[src/rtl/gpio_led_ctrl_if.sv]
// rtl/gpio_led_ctrl_if.sv - register write/readback bus for gpio_led_ctrl
interface gpio_led_ctrl_if;
  logic        we;
  logic [2:0]  addr;
  logic [31:0] wdata;
  logic [31:0] rdata;

  modport master (output we, addr, wdata, input rdata);
  modport slave  (input we, addr, wdata, output rdata);
endinterface

[src/rtl/gpio_led_ctrl.sv]
// rtl/gpio_led_ctrl.sv - LED set/clear/toggle with blink prescaler, GPIO and counter select
// Optional register readback mux enabled by defining GPIO_LED_CTRL_READBACK_EN.
module gpio_led_ctrl #(
  parameter int LED_W  = 8,
  parameter int GPIO_W = 22,
  parameter int PRE_W  = 24
) (
  input  logic              clk,
  input  logic              reset,
  gpio_led_ctrl_if.slave    bus,
  output logic [LED_W-1:0]  led_out,
  output logic [1:0]        counter_set,
  output logic [GPIO_W-1:0] gpio_out
);

  localparam logic [2:0] A_LED_WR  = 3'd0;
  localparam logic [2:0] A_LED_SET = 3'd1;
  localparam logic [2:0] A_LED_CLR = 3'd2;
  localparam logic [2:0] A_LED_TGL = 3'd3;
  localparam logic [2:0] A_BLINK   = 3'd4;
  localparam logic [2:0] A_PERIOD  = 3'd5;
  localparam logic [2:0] A_GPIO    = 3'd6;

  logic [LED_W-1:0]  led_q;
  logic [LED_W-1:0]  blink_q;
  logic [PRE_W-1:0]  period_q;
  logic [1:0]        cset_q;
  logic [GPIO_W-1:0] gpio_q;
  logic [PRE_W-1:0]  cnt_q;
  logic              phase_q;

  logic [LED_W-1:0]  wr_led;
  logic [PRE_W-1:0]  wr_pre;
  logic              period_wr;

  assign wr_led    = bus.wdata[LED_W-1:0];
  assign wr_pre    = bus.wdata[PRE_W-1:0];
  assign period_wr = bus.we && (bus.addr == A_PERIOD);

  // All state advances on the falling edge of clk.
  always_ff @(negedge clk or posedge reset) begin
    if (reset) begin
      led_q    <= '0;
      blink_q  <= '0;
      period_q <= '0;
      cset_q   <= '0;
      gpio_q   <= '0;
      cnt_q    <= '0;
      phase_q  <= 1'b1;
    end else begin
      if (bus.we) begin
        case (bus.addr)
          A_LED_WR:  led_q   <= wr_led;
          A_LED_SET: led_q   <= led_q | wr_led;
          A_LED_CLR: led_q   <= led_q & ~wr_led;
          A_LED_TGL: led_q   <= led_q ^ wr_led;
          A_BLINK:   blink_q <= wr_led;
          A_GPIO: begin
            cset_q <= bus.wdata[31:30];
            gpio_q <= bus.wdata[GPIO_W-1:0];
          end
          default: ;
        endcase
      end

      // A PERIOD write restarts the blink cycle and wins over reload/toggle.
      if (period_wr) begin
        period_q <= wr_pre;
        cnt_q    <= wr_pre;
        phase_q  <= 1'b1;
      end else if (period_q == '0) begin
        cnt_q    <= '0;
        phase_q  <= 1'b1;
      end else if (cnt_q == '0) begin
        cnt_q    <= period_q;
        phase_q  <= ~phase_q;
      end else begin
        cnt_q    <= cnt_q - PRE_W'(1);
      end
    end
  end

  assign led_out     = led_q & (~blink_q | {LED_W{phase_q}});
  assign counter_set = cset_q;
  assign gpio_out    = gpio_q;

`ifdef GPIO_LED_CTRL_READBACK_EN
  logic [31:0] rd;

  always_comb begin
    rd = '0;
    case (bus.addr)
      A_LED_WR, A_LED_SET, A_LED_CLR, A_LED_TGL: rd[LED_W-1:0] = led_q;
      A_BLINK:  rd[LED_W-1:0] = blink_q;
      A_PERIOD: rd[PRE_W-1:0] = period_q;
      A_GPIO: begin
        rd[GPIO_W-1:0] = gpio_q;
        rd[31:30]      = cset_q;
      end
      default: begin
        rd[PRE_W-1:0] = cnt_q;
        rd[31]        = phase_q;
      end
    endcase
  end

  assign bus.rdata = rd;
`else
  assign bus.rdata = 32'h0000_0000;
`endif

endmodule

[src/flat_wrapper.sv]
// flat-port wrapper written by rule: the top's interface ports become plain ports
module gpio_led_ctrl_flat 
#(
  parameter int LED_W  = 8,
  parameter int GPIO_W = 22,
  parameter int PRE_W  = 24
)
  (clk, reset, led_out, counter_set, gpio_out, bus_we, bus_addr, bus_wdata, bus_rdata);
  gpio_led_ctrl_if bus_i ();
  input  logic clk;
  input  logic reset;
  output logic [LED_W-1:0] led_out;
  output logic [1:0] counter_set;
  output logic [GPIO_W-1:0] gpio_out;
  input wire logic [$bits(bus_i.we)-1:0] bus_we;
  input wire logic [$bits(bus_i.addr)-1:0] bus_addr;
  input wire logic [$bits(bus_i.wdata)-1:0] bus_wdata;
  output wire logic [$bits(bus_i.rdata)-1:0] bus_rdata;
  assign bus_i.we = bus_we;
  assign bus_i.addr = bus_addr;
  assign bus_i.wdata = bus_wdata;
  assign bus_rdata = bus_i.rdata;
  gpio_led_ctrl #(.LED_W(LED_W), .GPIO_W(GPIO_W), .PRE_W(PRE_W)) u_core (.clk(clk), .reset(reset), .bus(bus_i), .led_out(led_out), .counter_set(counter_set), .gpio_out(gpio_out));
endmodule
[config.mk]
export PLATFORM = sky130hd
export DESIGN_NAME = gpio_led_ctrl_flat
export DESIGN_NICKNAME = d
export VERILOG_FILES = /design/src/rtl/gpio_led_ctrl_if.sv /design/src/rtl/gpio_led_ctrl.sv /design/src/flat_wrapper.sv
export SDC_FILE = /design/constraint.sdc
export NUM_CORES = 1
export LEC_CHECK = 0
export ABC_AREA = 1
export CAP_MARGIN = 20
export CORE_ASPECT_RATIO = 1.1
export CORE_UTILIZATION = 48
export CTS_BUF_LIST = sky130_fd_sc_hd__clkbuf_8
export DETAILED_ROUTE_END_ITERATION = 6
export HOLD_SLACK_MARGIN = 0.12
export PLACE_DENSITY = 0.87
export SYNTH_ARGS = -nofsm -noshare
export SYNTH_HDL_FRONTEND = slang
export SYNTH_SLANG_ARGS = --single-unit
[constraint.sdc]
create_clock -name clk -period 2.3 [get_ports clk]
set_clock_uncertainty 0.1 [all_clocks]
set_input_delay 0.23 -clock clk [delete_from_list [all_inputs] [get_ports clk]]
set_output_delay 0.23 -clock clk [all_outputs]
set_load 0.02 [all_outputs]
==> results of run 1 <==
[stage by stage]
stage               TNS, ps  hold WS (ps)
global route          -8603         377.3
finish                -7701         344.8
detailed placement   -69510         337.8
floorplan            -14160         321.7
global placement     -64000         332.3
CTS                   -7478         348.3
[registers in the layout, indices dropped and copies added, names as in the netlist]
signal,flops
u_core.period_q,24
u_core.gpio_out,22
u_core.phase_q,1
u_core.blink_q,8
u_core.cnt_q,24
u_core.counter_set,2
u_core.led_q,8
[cell type report]
cell class / instances / area (µm²)
Timing Repair Buffer: 120 / 1141
Clock buffer: 9 / 123.9
Tap cell: 140 / 175.2
Clock inverter: 8 / 113.9
Inverter: 49 / 202.7
Sequential cell: 89 / 2228
Multi-Input combinational cell: 499 / 2659
Fill cell: 723 / 3436
[power by group]
part / internal (µW) / switching, µW / total (µW)
registers: 1970 / 353 / 2320
clock network: 718 / 599 / 1320
logic: 800 / 1120 / 1920
total: 3480 / 2070 / 5550
[critical path, stage by stage, from the launching register on]
cell        delay (ps)
dfstp_2            550
clkinvlp_4         100
buf_12             160
a21oi_4            140
buf_6              130
[placed cells by master (no fill, tap or decap), types with 8 or more instances in the layout]
| cell type | synthesis | layout |
|---|---|---|
| nand2_1 | 201 | 196 |
| nor2_1 | 94 | 91 |
| dfrtn_1 | 88 | 88 |
| buf_4 | 34 | 51 |
| inv_1 | 48 | 36 |
| nand3_1 | 34 | 34 |
| o21ai_0 | 35 | 32 |
| conb_1 | 1 | 32 |
| buf_6 | 1 | 32 |
| clkdlybuf4s50_1 | 0 | 19 |
| ha_1 | 18 | 18 |
| mux2_2 | 14 | 14 |
| inv_2 | 2 | 10 |
| nand4_1 | 9 | 9 |
| clkbuf_8 | 0 | 9 |
| nor2_4 | 5 | 8 |
[per-layer routing]
layer	wire length [µm]	vias up	part of all wire (%)	track usage (%)
li1	-	2247	-	-
met1	5798	2370	37	31.83
met2	7889	332	50	48.72
met3	1248	91	7.9	5.149
met4	821	0	5.2	17.12
met5	0	-	0	0
[Yosys cell counts, types with 5 or more instances]
master,count,area (µm²)
nand2_2,5,31.28
nor2_1,94,352.8
ha_1,18,225.2
buf_2,9,45.04
nand4_1,9,56.30
o2111ai_1,7,61.31
buf_4,34,255.2
mux2_2,14,157.7
nor2_2,6,37.54
dfrtn_1,88,2202
a21oi_1,15,75.07
nand3_1,34,170.2
nor2_4,5,56.30
inv_1,48,180.2
nand3b_1,7,52.55
nand2_1,201,754.5
o21ai_0,35,175.2
[path summary, 6_finish.rpt]
path / start / end / slack (ps) / cells past startpoint
max: u_core.phase_q$_DFFE_NP1P_ / led_out[3] / -670 / 4
min in group asynchronous: reset / u_core.counter_set[1]$_DFFE_NP0P_ / 1090 / 2
min: u_core.period_q[4]$_DFFE_NP0P_ / u_core.period_q[4]$_DFFE_NP0P_ / 340 / 2
min reg2reg: u_core.period_q[4]$_DFFE_NP0P_ / u_core.period_q[4]$_DFFE_NP0P_ / 340 / 2
max in group asynchronous: reset / u_core.period_q[2]$_DFFE_NP0P_ / 530 / 3
max reg2reg: u_core.cnt_q[8]$_DFF_NP0_ / u_core.cnt_q[10]$_DFF_NP0_ / 330 / 8
[cell families (layout without fill, tap and decap cells)]
logic type / Yosys count / count (layout) / share of synthesized area [%]
adder cells (fa/ha/maj): 18 / 18 / 4.448
other: 1 / 32 / 0.07406
flip-flops: 89 / 89 / 44.01
multiplexers: 16 / 16 / 3.558
AO/OA/AOI/OAI: 58 / 58 / 6.251
buffers and inverters: 97 / 186 / 10.08
AND/OR/NAND/NOR: 366 / 370 / 30.71
XOR/XNOR: 5 / 5 / 0.8648
[repair_timing]
| item | in CTS | in global routing |
|---|---|---|
| setup buffers | 5 | 2 |
| cloned | 4 | 1 |
| resized for setup | 224 | 34 |
| pin swaps | 4 | 5 |
| endpoints found under the setup margin | 121 | 60 |
==> impl_metrics.ini, run 1 <==
[routing]
ant_nets = 0
firstDrtPassIters = 6
routedWlPerCell_um = 17.24
routed_wl_mm = 15.76
drc = 0
num_vias = 5040
dr.first_iter.drc_count = 569
drt-vias-per-instance = 5.514

[critical_path]
start_kind = flop
arrival_ps = 2640
critPathMaxFanout = 8
worstSetupPathType = reg -> out
cp_data_required_time_ps = 1970
cp-end-kind = output port

[finish]
instances_no_fill = 914
antennaDiodeCount = 0
drive_above_1_share_pct = 23.77
utilization_pct = 65.91
final_area_mm2 = 0.006644
synthToLayoutAreaGrowth_pct = 31.21
nNetsFinal = 825

[clock_network]
hold_buffers = 0
clock-sinks = 89
cts_buffers = 9
clock_latency_ps = 350
h-tree-depth = 3
cts_tree = yes
path_clk_slew_ps = 60
clock-root-buffer = clkbuf_8
clockBufferDepth = 2

[floorplanning]
core_mm2 = 0.01008
rows = 38
start_util_pct = 50.24
die-area_mm2 = 0.01096
io_pins = 102
die_h_um = 109.7
die_w_um = 99.93

[yosys]
async_flop_share_pct = 100.0
synthCells = 650
synth_area_mm2 = 0.005064
synth_warnings = 0
ys_ff_latch = 89
synth_edf_count = 0
ys_seq_area_share_pct = 44.01
synth_cell_types = 30
ys.flop_type = dfrtn_1
synth_area_per_cell_um2 = 7.790

[pwr]
peakVddDrop_mv = 0.6780
power.leakage_uw = 0.003331
power_uw = 5554
power_density_mw_per_mm2 = 836.0

[place]
placed_area_mm2 = 0.006146
port_buffers = 63
gp_congestion = 0.9240
place_inst = 886
pre_cts_ws_ps = -833.6
place_hpwl_mm = 9.595

[timing]
grt_setup_unrepaired = yes
setup_violations = 35
finalHoldViolations = 0
maxSlewViolCount = 0
layout_setup_ws_ps = -671.1

[grt]
grt_use_total_pct = 27.91
antenna_found_initial = 0
grt_max_degree = 35
grt_pass1_vias = 4991
grt_pass1_wl_mm = 23.52
overflow = 0

[status]
outcome = finished, violations left
violations = negative setup slack

[job]
drv_cap = 0

[worst_hold_path]
hp-class = reg -> reg
(Power assumes the default switching activity.)
==> run 2, diff against run 1 <==
--- a/config.mk
+++ b/config.mk
@@ -10,6 +10,7 @@
 export CORE_ASPECT_RATIO = 1.1
 export CORE_UTILIZATION = 48
 export CTS_BUF_LIST = sky130_fd_sc_hd__clkbuf_8
+export CTS_CLUSTER_SIZE = 24
 export DETAILED_ROUTE_END_ITERATION = 6
 export HOLD_SLACK_MARGIN = 0.12
 export PLACE_DENSITY = 0.87
==> results of run 2 <==
No change in the layout: final DEF, timing and power equal those of run 1.
==> run 3, diff against run 2 <==
--- a/config.mk
+++ b/config.mk
@@ -12,8 +12,10 @@
 export CTS_BUF_LIST = sky130_fd_sc_hd__clkbuf_8
 export CTS_CLUSTER_SIZE = 24
 export DETAILED_ROUTE_END_ITERATION = 6
+export GPL_ROUTABILITY_DRIVEN = 0
 export HOLD_SLACK_MARGIN = 0.12
 export PLACE_DENSITY = 0.87
+export SLEW_MARGIN = 20
 export SYNTH_ARGS = -nofsm -noshare
 export SYNTH_HDL_FRONTEND = slang
 export SYNTH_SLANG_ARGS = --single-unit
==> run 3 against run 2 <==
Largest cell class unchanged. Design area shrank 1.4%. Setup slack lost 99 ps. Clock-buffer cell count is 2 higher. The flow still finishes with violations (negative setup slack).
==> impl_metrics.ini, run 3 (synthesized netlist as in run 1, its figures left out) <==
[routing]
num_vias = 4936
dr.first_iter.drc_count = 512
routedWlPerCell_um = 15.78
ant_nets = 0
drc = 0
drt-vias-per-instance = 5.371
firstDrtPassIters = 5
routed_wl_mm = 14.50

[critical_path]
cp_data_required_time_ps = 1970
crit_slowest_cell = dfstp_2
critPathMaxFanout = 6
worst-path-buf-inv = 3
start_kind = flop
worstPathCellList = clkinvlp_4 -> buf_4 -> a21oi_2 -> buf_4
cp-end-kind = output port
max_stage_delay_ps = 550
crit_family = flip-flops
cpMostUsedCell = buf_4
arrival_ps = 2740
worstSetupPathType = reg -> out

[finish]
utilization_pct = 65.01
antennaDiodeCount = 0
final_area_mm2 = 0.006553
final_common_cell = nand2_1
layout_common_cells = 198 x nand2_1, 92 x nor2_1, 88 x dfrtn_1
synthToLayoutAreaGrowth_pct = 29.40
nNetsFinal = 830
drive_above_1_share_pct = 23.11

[worst_hold_path]
hp-class = reg -> reg

[clock_network]
cts_buffers = 9
clock-root-buffer = clkbuf_8
clock_latency_ps = 350
hold_buffers = 0
cts_tree = yes
clock-sinks = 89
path_clk_slew_ps = 60
h-tree-depth = 3
clockBufferDepth = 2

[grt]
grt_max_degree = 41
grt_pass1_wl_mm = 22.51
grt_pass1_vias = 4819
antenna_found_initial = 0
overflow = 0
grt_use_total_pct = 26.47

[place]
port_buffers = 63
placed_area_mm2 = 0.006126
place_hpwl_mm = 9.453
pre_cts_ws_ps = -865.6

[timing]
layout_setup_ws_ps = -769.7
grt_setup_unrepaired = yes
setup_violations = 33
timing.setup.tns_ps = -7994
maxSlewViolCount = 0
finalHoldViolations = 0

[floorplanning]
die_h_um = 109.7
rows = 38
start_util_pct = 50.24
die_w_um = 99.93
die-area_mm2 = 0.01096
io_pins = 102
core_mm2 = 0.01008

[job]
drv_cap = 0

[pwr]
power.leakage_uw = 0.003316
peakVddDrop_mv = 0.5438
power_density_mw_per_mm2 = 798.2
power_uw = 5230

[status]
outcome = finished, violations left
violations = negative setup slack
## run 3: cell count changes in the layout (fill, tap and decap cells not counted), moves of 2 or more
cell,change
nand2_1,+2
inv_4,-2
bufinv_16,-3
clkbuf_2,-3
a21oi_4,-2
buf_4,+8
a21oi_2,+2
inv_1,+2
dlygate4sd2_1,+5
clkdlybuf4s15_1,-2
buf_12,-2
nand2_2,-3
buf_6,+2
clkbuf_8,+2
## run 3: area by class of cell
class	instances	area, µm²
Fill cell	745	3527
Multi-Input combinational cell	498	2608
Sequential cell	89	2228
Timing Repair Buffer	126	1162
Inverter	49	200.2
Tap cell	140	175.2
Clock buffer	11	151.4
Clock inverter	6	27.53
## run 3: path summary, 6_finish.rpt
check                                          startpoint                        endpoint  slack [ps]  cells after the start
min in group asynchronous                           reset  u_core.period_q[8]$_DFFE_NP0P_        1290                      3
min                        u_core.period_q[4]$_DFFE_NP0P_  u_core.period_q[4]$_DFFE_NP0P_         350                      2
min reg2reg                u_core.period_q[4]$_DFFE_NP0P_  u_core.period_q[4]$_DFFE_NP0P_         350                      2
max in group asynchronous                           reset      u_core.cnt_q[23]$_DFF_NP0_         570                      3
max                            u_core.phase_q$_DFFE_NP1P_                      led_out[7]        -770                      4
max reg2reg                     u_core.cnt_q[0]$_DFF_NP0_      u_core.cnt_q[13]$_DFF_NP0_         350                      9
## run 3: worst min-delay path: cells and delay by family, from the launching register on
family / cells / cell delay [ps]
DFF: 1 / 430
and+or+nand+nor: 2 / 110
## run 3: where the power goes
part / internal [µW] / switching (µW)
Sequential: 1970 / 336
Clock: 442 / 578
Combinational: 803 / 1110
Total: 3210 / 2020
## run 3: repair_timing
action                     CTS  global route
pin swaps                    4             4
gates cloned                 2             1
setup endpoints to repair  121            90
gates resized for setup    222            21
setup buffers               11             4
## run 3: layer usage
metal,routed length (µm),GRT usage (%)
met5,0,0
met4,517,13.76
met3,1008,5.467
met2,7417,45.27
met1,5555,31.59
## run 3: stage by stage
stage / cells / hold slack [ps]
global route: 919 / 378.6
global placement: 885 / 331.9
CTS: 914 / 349.9
floorplan: 681 / 321.7
detailed placement: 885 / 339.1
finish: 919 / 351.4
